`src/rtl/arbitro_banco_registros_if.sv`:
```
// Bundle of requester handshakes and register write-port signals for arbitro_banco_registros.
// The slave modport is the arbiter side; the master modport drives requests and observes grants.
interface arbitro_banco_registros_if #(
  parameter int unsigned M = 32
);
  logic         req1;
  logic         lock1;
  logic [M-1:0] data1;
  logic         ack1;
  logic         req2;
  logic         lock2;
  logic [M-1:0] data2;
  logic         ack2;
  logic         gnt1;
  logic         gnt2;
  logic         busy;
  logic         w_en;
  logic [M-1:0] w_data;

  modport slave (
    input  req1, lock1, data1, req2, lock2, data2,
    output ack1, ack2, gnt1, gnt2, busy, w_en, w_data
  );

  modport master (
    output req1, lock1, data1, req2, lock2, data2,
    input  ack1, ack2, gnt1, gnt2, busy, w_en, w_data
  );
endinterface

```
`src/rtl/arbitro_banco_registros.sv`:
```
// Round-robin owner of the shared register's write port, with optional locked bursts
// of up to MAX_BURST words. Every release passes through one IDLE cycle.
module arbitro_banco_registros #(
  parameter int unsigned M         = 32,
  parameter int unsigned MAX_BURST = 4
) (
  input logic                       clk,
  input logic                       rst,
  arbitro_banco_registros_if.slave  bus
);

  localparam int unsigned CW = $clog2(MAX_BURST) + 1;
  localparam logic [CW-1:0] MaxBurst = CW'(MAX_BURST);

  localparam logic [1:0] IDLE = 2'd0;
  localparam logic [1:0] OWN1 = 2'd1;
  localparam logic [1:0] OWN2 = 2'd2;

  logic [1:0]    state_q, state_d;
  logic [CW-1:0] cnt_q, cnt_d;
  logic [CW-1:0] cnt_inc;
  // 1 when requester 2 was the last owner, so requester 1 wins the next tie.
  logic          last2_q, last2_d;
  logic          w_en_q, w_en_d;
  logic [M-1:0]  w_data_q, w_data_d;
  logic          gnt1, gnt2, ack1, ack2;

  assign gnt1    = (state_q == OWN1);
  assign gnt2    = (state_q == OWN2);
  assign ack1    = gnt1 & bus.req1 & ~rst;
  assign ack2    = gnt2 & bus.req2 & ~rst;
  assign cnt_inc = cnt_q + 1'b1;

  always_comb begin
    state_d  = state_q;
    cnt_d    = cnt_q;
    last2_d  = last2_q;
    w_en_d   = 1'b0;
    w_data_d = w_data_q;
    unique case (state_q)
      IDLE: begin
        if (bus.req1 && bus.req2) begin
          state_d = last2_q ? OWN1 : OWN2;
        end else if (bus.req1) begin
          state_d = OWN1;
        end else if (bus.req2) begin
          state_d = OWN2;
        end
      end
      OWN1: begin
        if (ack1) begin
          w_en_d   = 1'b1;
          w_data_d = bus.data1;
          if (bus.lock1 && (cnt_inc < MaxBurst)) begin
            cnt_d = cnt_inc;
          end else begin
            state_d = IDLE;
            cnt_d   = '0;
            last2_d = 1'b0;
          end
        end else begin
          state_d = IDLE;
          cnt_d   = '0;
          last2_d = 1'b0;
        end
      end
      OWN2: begin
        if (ack2) begin
          w_en_d   = 1'b1;
          w_data_d = bus.data2;
          if (bus.lock2 && (cnt_inc < MaxBurst)) begin
            cnt_d = cnt_inc;
          end else begin
            state_d = IDLE;
            cnt_d   = '0;
            last2_d = 1'b1;
          end
        end else begin
          state_d = IDLE;
          cnt_d   = '0;
          last2_d = 1'b1;
        end
      end
      default: begin
        state_d = IDLE;
        cnt_d   = '0;
      end
    endcase
  end

  always_ff @(posedge clk) begin
    if (rst) begin
      state_q  <= IDLE;
      cnt_q    <= '0;
      last2_q  <= 1'b1;
      w_en_q   <= 1'b0;
      w_data_q <= '0;
    end else begin
      state_q  <= state_d;
      cnt_q    <= cnt_d;
      last2_q  <= last2_d;
      w_en_q   <= w_en_d;
      w_data_q <= w_data_d;
    end
  end

  assign bus.gnt1   = gnt1;
  assign bus.gnt2   = gnt2;
  assign bus.ack1   = ack1;
  assign bus.ack2   = ack2;
  assign bus.busy   = (state_q != IDLE);
  assign bus.w_en   = w_en_q;
  assign bus.w_data = w_data_q;

endmodule

```
`src/flat_wrapper.sv`:
```
// flat-port wrapper written by rule: the top's interface ports become plain ports
module arbitro_banco_registros_flat 
#(
  parameter int unsigned M         = 32,
  parameter int unsigned MAX_BURST = 4
)
  (clk, rst, bus_req1, bus_lock1, bus_data1, bus_req2, bus_lock2, bus_data2, bus_ack1, bus_ack2, bus_gnt1, bus_gnt2, bus_busy, bus_w_en, bus_w_data);
  arbitro_banco_registros_if #(.M(M)) bus_i ();
  input logic clk;
  input logic rst;
  input wire logic [$bits(bus_i.req1)-1:0] bus_req1;
  input wire logic [$bits(bus_i.lock1)-1:0] bus_lock1;
  input wire logic [$bits(bus_i.data1)-1:0] bus_data1;
  input wire logic [$bits(bus_i.req2)-1:0] bus_req2;
  input wire logic [$bits(bus_i.lock2)-1:0] bus_lock2;
  input wire logic [$bits(bus_i.data2)-1:0] bus_data2;
  output wire logic [$bits(bus_i.ack1)-1:0] bus_ack1;
  output wire logic [$bits(bus_i.ack2)-1:0] bus_ack2;
  output wire logic [$bits(bus_i.gnt1)-1:0] bus_gnt1;
  output wire logic [$bits(bus_i.gnt2)-1:0] bus_gnt2;
  output wire logic [$bits(bus_i.busy)-1:0] bus_busy;
  output wire logic [$bits(bus_i.w_en)-1:0] bus_w_en;
  output wire logic [$bits(bus_i.w_data)-1:0] bus_w_data;
  assign bus_i.req1 = bus_req1;
  assign bus_i.lock1 = bus_lock1;
  assign bus_i.data1 = bus_data1;
  assign bus_i.req2 = bus_req2;
  assign bus_i.lock2 = bus_lock2;
  assign bus_i.data2 = bus_data2;
  assign bus_ack1 = bus_i.ack1;
  assign bus_ack2 = bus_i.ack2;
  assign bus_gnt1 = bus_i.gnt1;
  assign bus_gnt2 = bus_i.gnt2;
  assign bus_busy = bus_i.busy;
  assign bus_w_en = bus_i.w_en;
  assign bus_w_data = bus_i.w_data;
  arbitro_banco_registros #(.M(M), .MAX_BURST(MAX_BURST)) u_core (.clk(clk), .rst(rst), .bus(bus_i));
endmodule
```
`config.mk`:
```
export PLATFORM = sky130hd
export DESIGN_NAME = arbitro_banco_registros_flat
export DESIGN_NICKNAME = d
export VERILOG_FILES = /design/src/rtl/arbitro_banco_registros_if.sv /design/src/rtl/arbitro_banco_registros.sv /design/src/flat_wrapper.sv
export SDC_FILE = /design/constraint.sdc
export NUM_CORES = 1
export LEC_CHECK = 0
export ABC_AREA = 1
export CORE_MARGIN = 5
export CORE_UTILIZATION = 33
export CTS_CLUSTER_SIZE = 25
export DETAILED_ROUTE_END_ITERATION = 8
export DONT_BUFFER_PORTS = 1
export SETUP_SLACK_MARGIN = 0.4
export SLEW_MARGIN = 15
export SYNTH_ARGS = -nofsm -noshare
export SYNTH_HDL_FRONTEND = slang
export SYNTH_SLANG_ARGS = --single-unit
```
`constraint.sdc`:
```
create_clock -name clk -period 1.5 [get_ports clk]
set_input_delay 0.15 -clock clk [delete_from_list [all_inputs] [get_ports clk]]
set_output_delay 0.15 -clock clk [all_outputs]
set_load 0.1 [all_outputs]
```
==> results.cfg, run 1 <==
[route]
ant_nets = 0
vias = 2211
wire_per_inst_um = 15.3
routed_wl_um = 6570
drc = 0
firstDrtPassIters = 6
viasPerCell = 5.14
drtIter0Drc = 69

[pwr]
p_clk_frac = 0.137
p_leak_nw = 1.34
swShare = 0.509
seqPwrFrac = 0.267
internal_power_mw = 2.51
ir_drop_mv = 0.687
power_frac_comb = 0.596
p_sw_mw = 2.60
power_mw = 5.10
powerDensity_nw_per_um2 = 1560

[floorplanning]
ios = 108
num_rows = 29
die_y_um = 90.5
die_x_um = 90.5
start_util = 0.339
die_area_um2 = 8190
core_um2 = 6310

[sta]
rsz0062_at_grt = yes
skew_ns = 0.00530
finalSetupTns_ns = 0
final.period_utilization = 0.985
final_max_slew_viol_count = 0
finalHoldViolCount = 0
worst-slew-pin-transition_ns = 0.400
max_slew_margin = 0.731
fmax_mhz = 677
setup_violations = 0
fin_crit_ns = 1.48

[placement]
dpl_cell_area_um2 = 2570
gp_congestion = 0.811
place_inst = 406
port_buffers = 0
hpwl_um = 4200

[layout]
syn_to_final_growth_pct = 53.5
drive_gt1_frac = 0.405
multi_input_area_um2 = 1330
nNetsFinal = 426
fill_cells = 616
seq_area_um2 = 788
diodes = 0
post-route-util = 0.520
layout.cells.non_filler = 430
fin_area_um2 = 3280

[synthesis]
syn-num-nets = 379
ys_seq_area_frac = 0.365
synth_edf_count = 0
ys_warn_count = 0
synth_async_sr_flop_share = 0
synth.cell_area_um2 = 2140
synth-seq-cells = 39
synth.distinct_cells = 20
syn-instance-count = 305
synth_area_per_cell_um2 = 7.01
synth_ff_type = dfxtp_1

[clock_tree]
cts_buffer_depth = 2
numCtsBuffers = 5
clk_latency_ns = 0.30
ctsHtreeMaxLevel = 2
cts_tree = done
cts_num_sinks = 39
cts_root_buf = clkbuf_8
clkTransAtPathRegs_ns = 0.07

[worst_setup_path]
worstSetupStartpointType = flip-flop
rr_endpoint = u_core.bus.w_data[27]
r2r_start = u_core.state_q[0]
slowest_delay_ns = 0.38
crit_path_end_kind = primary output
worstSetupPathType = flip-flop to primary output
cp.required_ns = 1.35
crit_path_cell_trace = inv_4, ha_4, nand3_4, clkinvlp_4, buf_12
cp_slowest_cell = dfxtp_4
rrSetupSlack_ns = 0.05
cp-startpoint = u_core.state_q[0]
cp-endpoint = bus_ack2
path_max_fanout = 4
critPathArrivalTime_ns = 1.33
reg2reg_depth = 9

[grt]
antenna_found_initial = 0
grt-ovfl-total = 0
grt_max_degree = 36
grt_use_total = 0.143
grt_pass1_wl_um = 9870
grt_pass1_vias = 2084

[run_status]
status = completed

[job]
maxCapViolCount = 0

[min_path]
hp-class = primary input to flip-flop
worst max-delay path: cells and delay by family (launching register included):
family,cells,cell delay (ns)
buffers and inverters,3,0.36
flip-flops,1,0.38
AND/OR/NAND/NOR,1,0.11
adder cells (fa/ha/maj),1,0.18
per-layer routing:
metal,global-route usage,vias to the layer above,part of all wire,routed length [µm]
met5,0,-,0,0
met4,0.0484,0,0.015,98
met3,0.0433,12,0.059,387
met2,0.240,78,0.50,3270
met1,0.171,1021,0.43,2810
li1,-,1100,-,-
stage by stage:
step | hold WS [ns] | setup WS [ns]
2_1_floorplan | 0.340 | -0.0358
3_3_place_gp | 0.225 | 0.0497
3_5_place_dp | 0.227 | 0.00999
4_1_cts | 0.0174 | 0.0341
5_1_grt | 0.0421 | -0.0218
6_report | 0.0278 | 0.0232
power by group through the flow:
stage / combinational, mW / sequential (mW) / clock [mW]
after floorplan: 1.00 / 2.33 / 0
after global placement: 2.45 / 1.32 / 0
after detailed placement: 2.47 / 1.31 / 0
after CTS: 2.59 / 1.30 / 0.733
after global routing: 3.19 / 1.38 / 0.771
final: 3.04 / 1.36 / 0.702
logic make-up (layout without fill, tap and decap cells):
| group | count (synthesis) | count (layout) | share of synthesized area |
|---|---|---|---|
| xor+xnor | 1 | 1 | 0.00410 |
| compound gates | 72 | 72 | 0.170 |
| simple gates | 123 | 123 | 0.277 |
| flops | 39 | 39 | 0.365 |
| fa+ha+maj | 4 | 4 | 0.0234 |
| buf+inv | 66 | 114 | 0.160 |
how the worst min path moves through the flow:
stage | from | endpoint | slack, ns | cells past startpoint
floorplan | rst | u_core.bus.w_data[0] | 0.34 | 2
global placement | rst | u_core.bus.w_data[0] | 0.22 | 1
detailed placement | rst | u_core.bus.w_data[1] | 0.23 | 1
CTS | rst | u_core.state_q[0] | 0.02 | 3
global route | rst | u_core.state_q[1] | 0.04 | 3
finish | rst | u_core.state_q[0] | 0.03 | 3
synthesized netlist by cell type, types with 3 or more instances:
master	instances	area, µm²
dfxtp_1	39	781
nand2_1	72	270
inv_1	40	150
buf_6	10	113
ha_1	4	50.1
nand3_1	5	25.0
buf_4	4	30.0
a21oi_1	37	185
o21ai_0	34	170
nor2_1	4	15.0
nand4_1	35	219
nand2_2	3	18.8
clkbuf_1	9	33.8
flip-flops by register name, summed over array words and instances (netlist names):
name	count
u_core.last2_q	1
u_core.bus.w_en	1
u_core.state_q	2
u_core.bus.w_data	32
u_core.cnt_q	3
final cells by class:
type	count	area share
Inverter	41	0.0526
Multi-Input combinational cell	200	0.404
Sequential cell	39	0.240
Clock inverter	3	0.00457
Timing Repair Buffer	65	0.249
Tap cell	77	0.0294
Clock buffer	5	0.0210
layout by cell type, fill, tap and decap left out:
cell type	count
a21oi_1	18
a21oi_2	19
buf_12	13
buf_4	16
buf_6	32
buf_8	1
clkbuf_16	2
clkbuf_8	5
clkinv_2	3
clkinvlp_4	3
dfxtp_1	37
dfxtp_4	2
dlygate4sd3_1	1
ha_1	1
ha_4	3
inv_1	35
inv_4	3
nand2_1	45
nand2_2	14
nand2_4	15
nand2_8	1
nand3_1	5
nand3_4	3
nand3b_1	1
nand4_1	35
nor2_1	4
o211ai_1	1
o21ai_0	16
o21ai_1	10
o21ai_2	8
xnor2_1	1
timing repair:
action / 4_1_cts / 5_1_grt
gates resized for setup: 37 / 99
hold endpoints to repair: 35 / 0
endpoints found under the setup margin: 51 / 65
pin swaps: 3 / 13
hold buffers: 2 / 0
setup buffers: 4 / 7
gates cloned: 0 / 3
(Power assumes the default switching activity.)
==> run 2, diff against run 1 <==
Settings changed: CTS_CLUSTER_SIZE 25 to default.
==> results of run 2 <==
Same layout as run 1: the final DEF is identical, and so are final timing and power.
==> run 3, diff against run 2 <==
Settings changed: SKIP_CTS_REPAIR_TIMING from default to 1.
Clock period 1.5 ns to 1.8 ns, I/O delays scaled along.
==> run 3 against run 2 <==
  * Register-to-register slack improved by 0.22 ns
  * Clock power is 26% higher
  * Setup slack improved by 0.18 ns
  * Non-clock buffer count rose by 8
  * Critical endpoint unchanged
  * Combinational power is 18% lower
  * Highest routed layer unchanged
  * Die area unchanged
  * Routed wire length up 5.0%
  * Global-route usage is 0.79 points lower
  * Sequential cell count unchanged
==> results.cfg, run 3 (synthesis results as in run 1) <==
[run_status]
status = completed

[layout]
drive_gt1_frac = 0.345
fin_area_um2 = 3150
fill_cells = 622
diodes = 0
largest_reg_flops = 32
final_cell_mix = nand2_1, buf_4, dfxtp_1
nNetsFinal = 438
syn_to_final_growth_pct = 47.1

[worst_setup_path]
path_max_fanout = 6
crit_path_end_kind = primary output
critPathArrivalTime_ns = 1.41
cp.required_ns = 1.62
worstSetupPathType = flip-flop to primary output
reg2reg_depth = 7
worstSetupStartpointType = flip-flop

[route]
drc = 0
wire_per_inst_um = 15.6
ant_nets = 0
vias = 2252
drtIter0Drc = 84
viasPerCell = 5.10
firstDrtPassIters = 4
routed_wl_um = 6890

[clock_tree]
cts_tree = done
cts_buffer_depth = 2
cts_root_buf = clkbuf_8
cts_num_sinks = 39
ctsHtreeMaxLevel = 2
clkTransAtPathRegs_ns = 0.08
clk_latency_ns = 0.30
numCtsBuffers = 5

[pwr]
ir_drop_mv = 0.665
p_clk_frac = 0.200
p_leak_nw = 1.32
power_frac_comb = 0.562
p_sw_mw = 2.14
swShare = 0.481
internal_power_mw = 2.30
seqPwrFrac = 0.238
powerDensity_nw_per_um2 = 1410

[grt]
grt_pass1_wl_um = 9160
grt-ovfl-total = 0
antenna_found_initial = 0
grt_max_degree = 36
grt_use_total = 0.135
grt_pass1_vias = 1958

[sta]
setup_violations = 0
final.period_utilization = 0.886
finalHoldViolCount = 0
finalSetupTns_ns = 0
skew_ns = 0.0136
max_slew_margin = 0.671
fmax_mhz = 627
rsz0062_at_grt = yes
worst-slew-pin-transition_ns = 0.492
fin_hold_ws_ns = 0.0180
fin_crit_ns = 1.59
final_max_slew_viol_count = 0

[placement]
gp_congestion = 0.731
hpwl_um = 4130
dpl_cell_area_um2 = 2470
port_buffers = 0

[floorplanning]
die_area_um2 = 8190
die_x_um = 90.5
core_um2 = 6310
start_util = 0.339
num_rows = 29
ios = 108
die_y_um = 90.5

[min_path]
min_path_cells = 2
hp-class = primary input to flip-flop

[job]
maxCapViolCount = 0
-- run 3: cell types whose count changed in the layout (fill, tap and decap cells not counted), sizes merged --
cell | previous run | this run
nand3 | 8 | 11
clkbuf | 7 | 8
clkinvlp | 3 | 4
dlygate4sd3 | 1 | 0
bufinv | 0 | 2
clkinv | 3 | 0
buf | 62 | 70
nand2 | 75 | 76
-- run 3: cell type report --
class                   count  area [µm²]  share of cell area
clock buffers               5        68.8              0.0219
clock inverters             3        67.6              0.0215
inverters                  41         173              0.0549
multi-input cells         204        1230               0.392
flip-flops and latches     39         786               0.250
well taps                  77        96.3              0.0306
repair buffers             73         721               0.229
-- run 3: power by group through the flow --
stage          Combinational, mW  Clock, mW  Sequential [mW]
2_1_floorplan              0.827          0             1.94
3_3_place_gp                1.98          0             1.07
3_5_place_dp                1.99          0             1.07
4_1_cts                     2.00      0.916             1.05
5_1_grt                     2.63      0.942             1.07
6_report                    2.50      0.888             1.06
-- run 3: routing by layer --
layer | GRT usage | routed length, µm | vias up
li1 | - | - | 1148
met1 | 0.149 | 2880 | 1013
met2 | 0.231 | 3390 | 78
met3 | 0.0508 | 504 | 13
met4 | 0.0558 | 114 | 0
met5 | 0 | 0 | -
-- run 3: stage by stage --
stage          power (mW)  worst slack [ns]  instances   util
2_1_floorplan        2.77             0.264        305      -
6_report             4.44             0.205        442  0.498
5_1_grt              4.65             0.151        442  0.498
3_5_place_dp         3.06            0.0699        401  0.391
4_1_cts              3.96            0.0224        409  0.412
3_3_place_gp         3.05             0.112        401  0.391
-- run 3: path summary, 6_finish.rpt --
check,to,slack (ns),from
hold / removal,u_core.last2_q,0.02,rst
hold reg to reg,u_core.cnt_q[2],0.45,u_core.cnt_q[2]
setup reg to reg,u_core.bus.w_data[29],0.27,u_core.state_q[1]
setup / recovery,bus_ack2,0.21,u_core.state_q[1]
-- run 3: critical path, stage by stage (launching register included) --
cell and delay (ns):
dfxtp_4 0.36, buf_6 0.12, ha_4 0.20, nand3_4 0.14
clkinvlp_4 0.12, buf_12 0.17
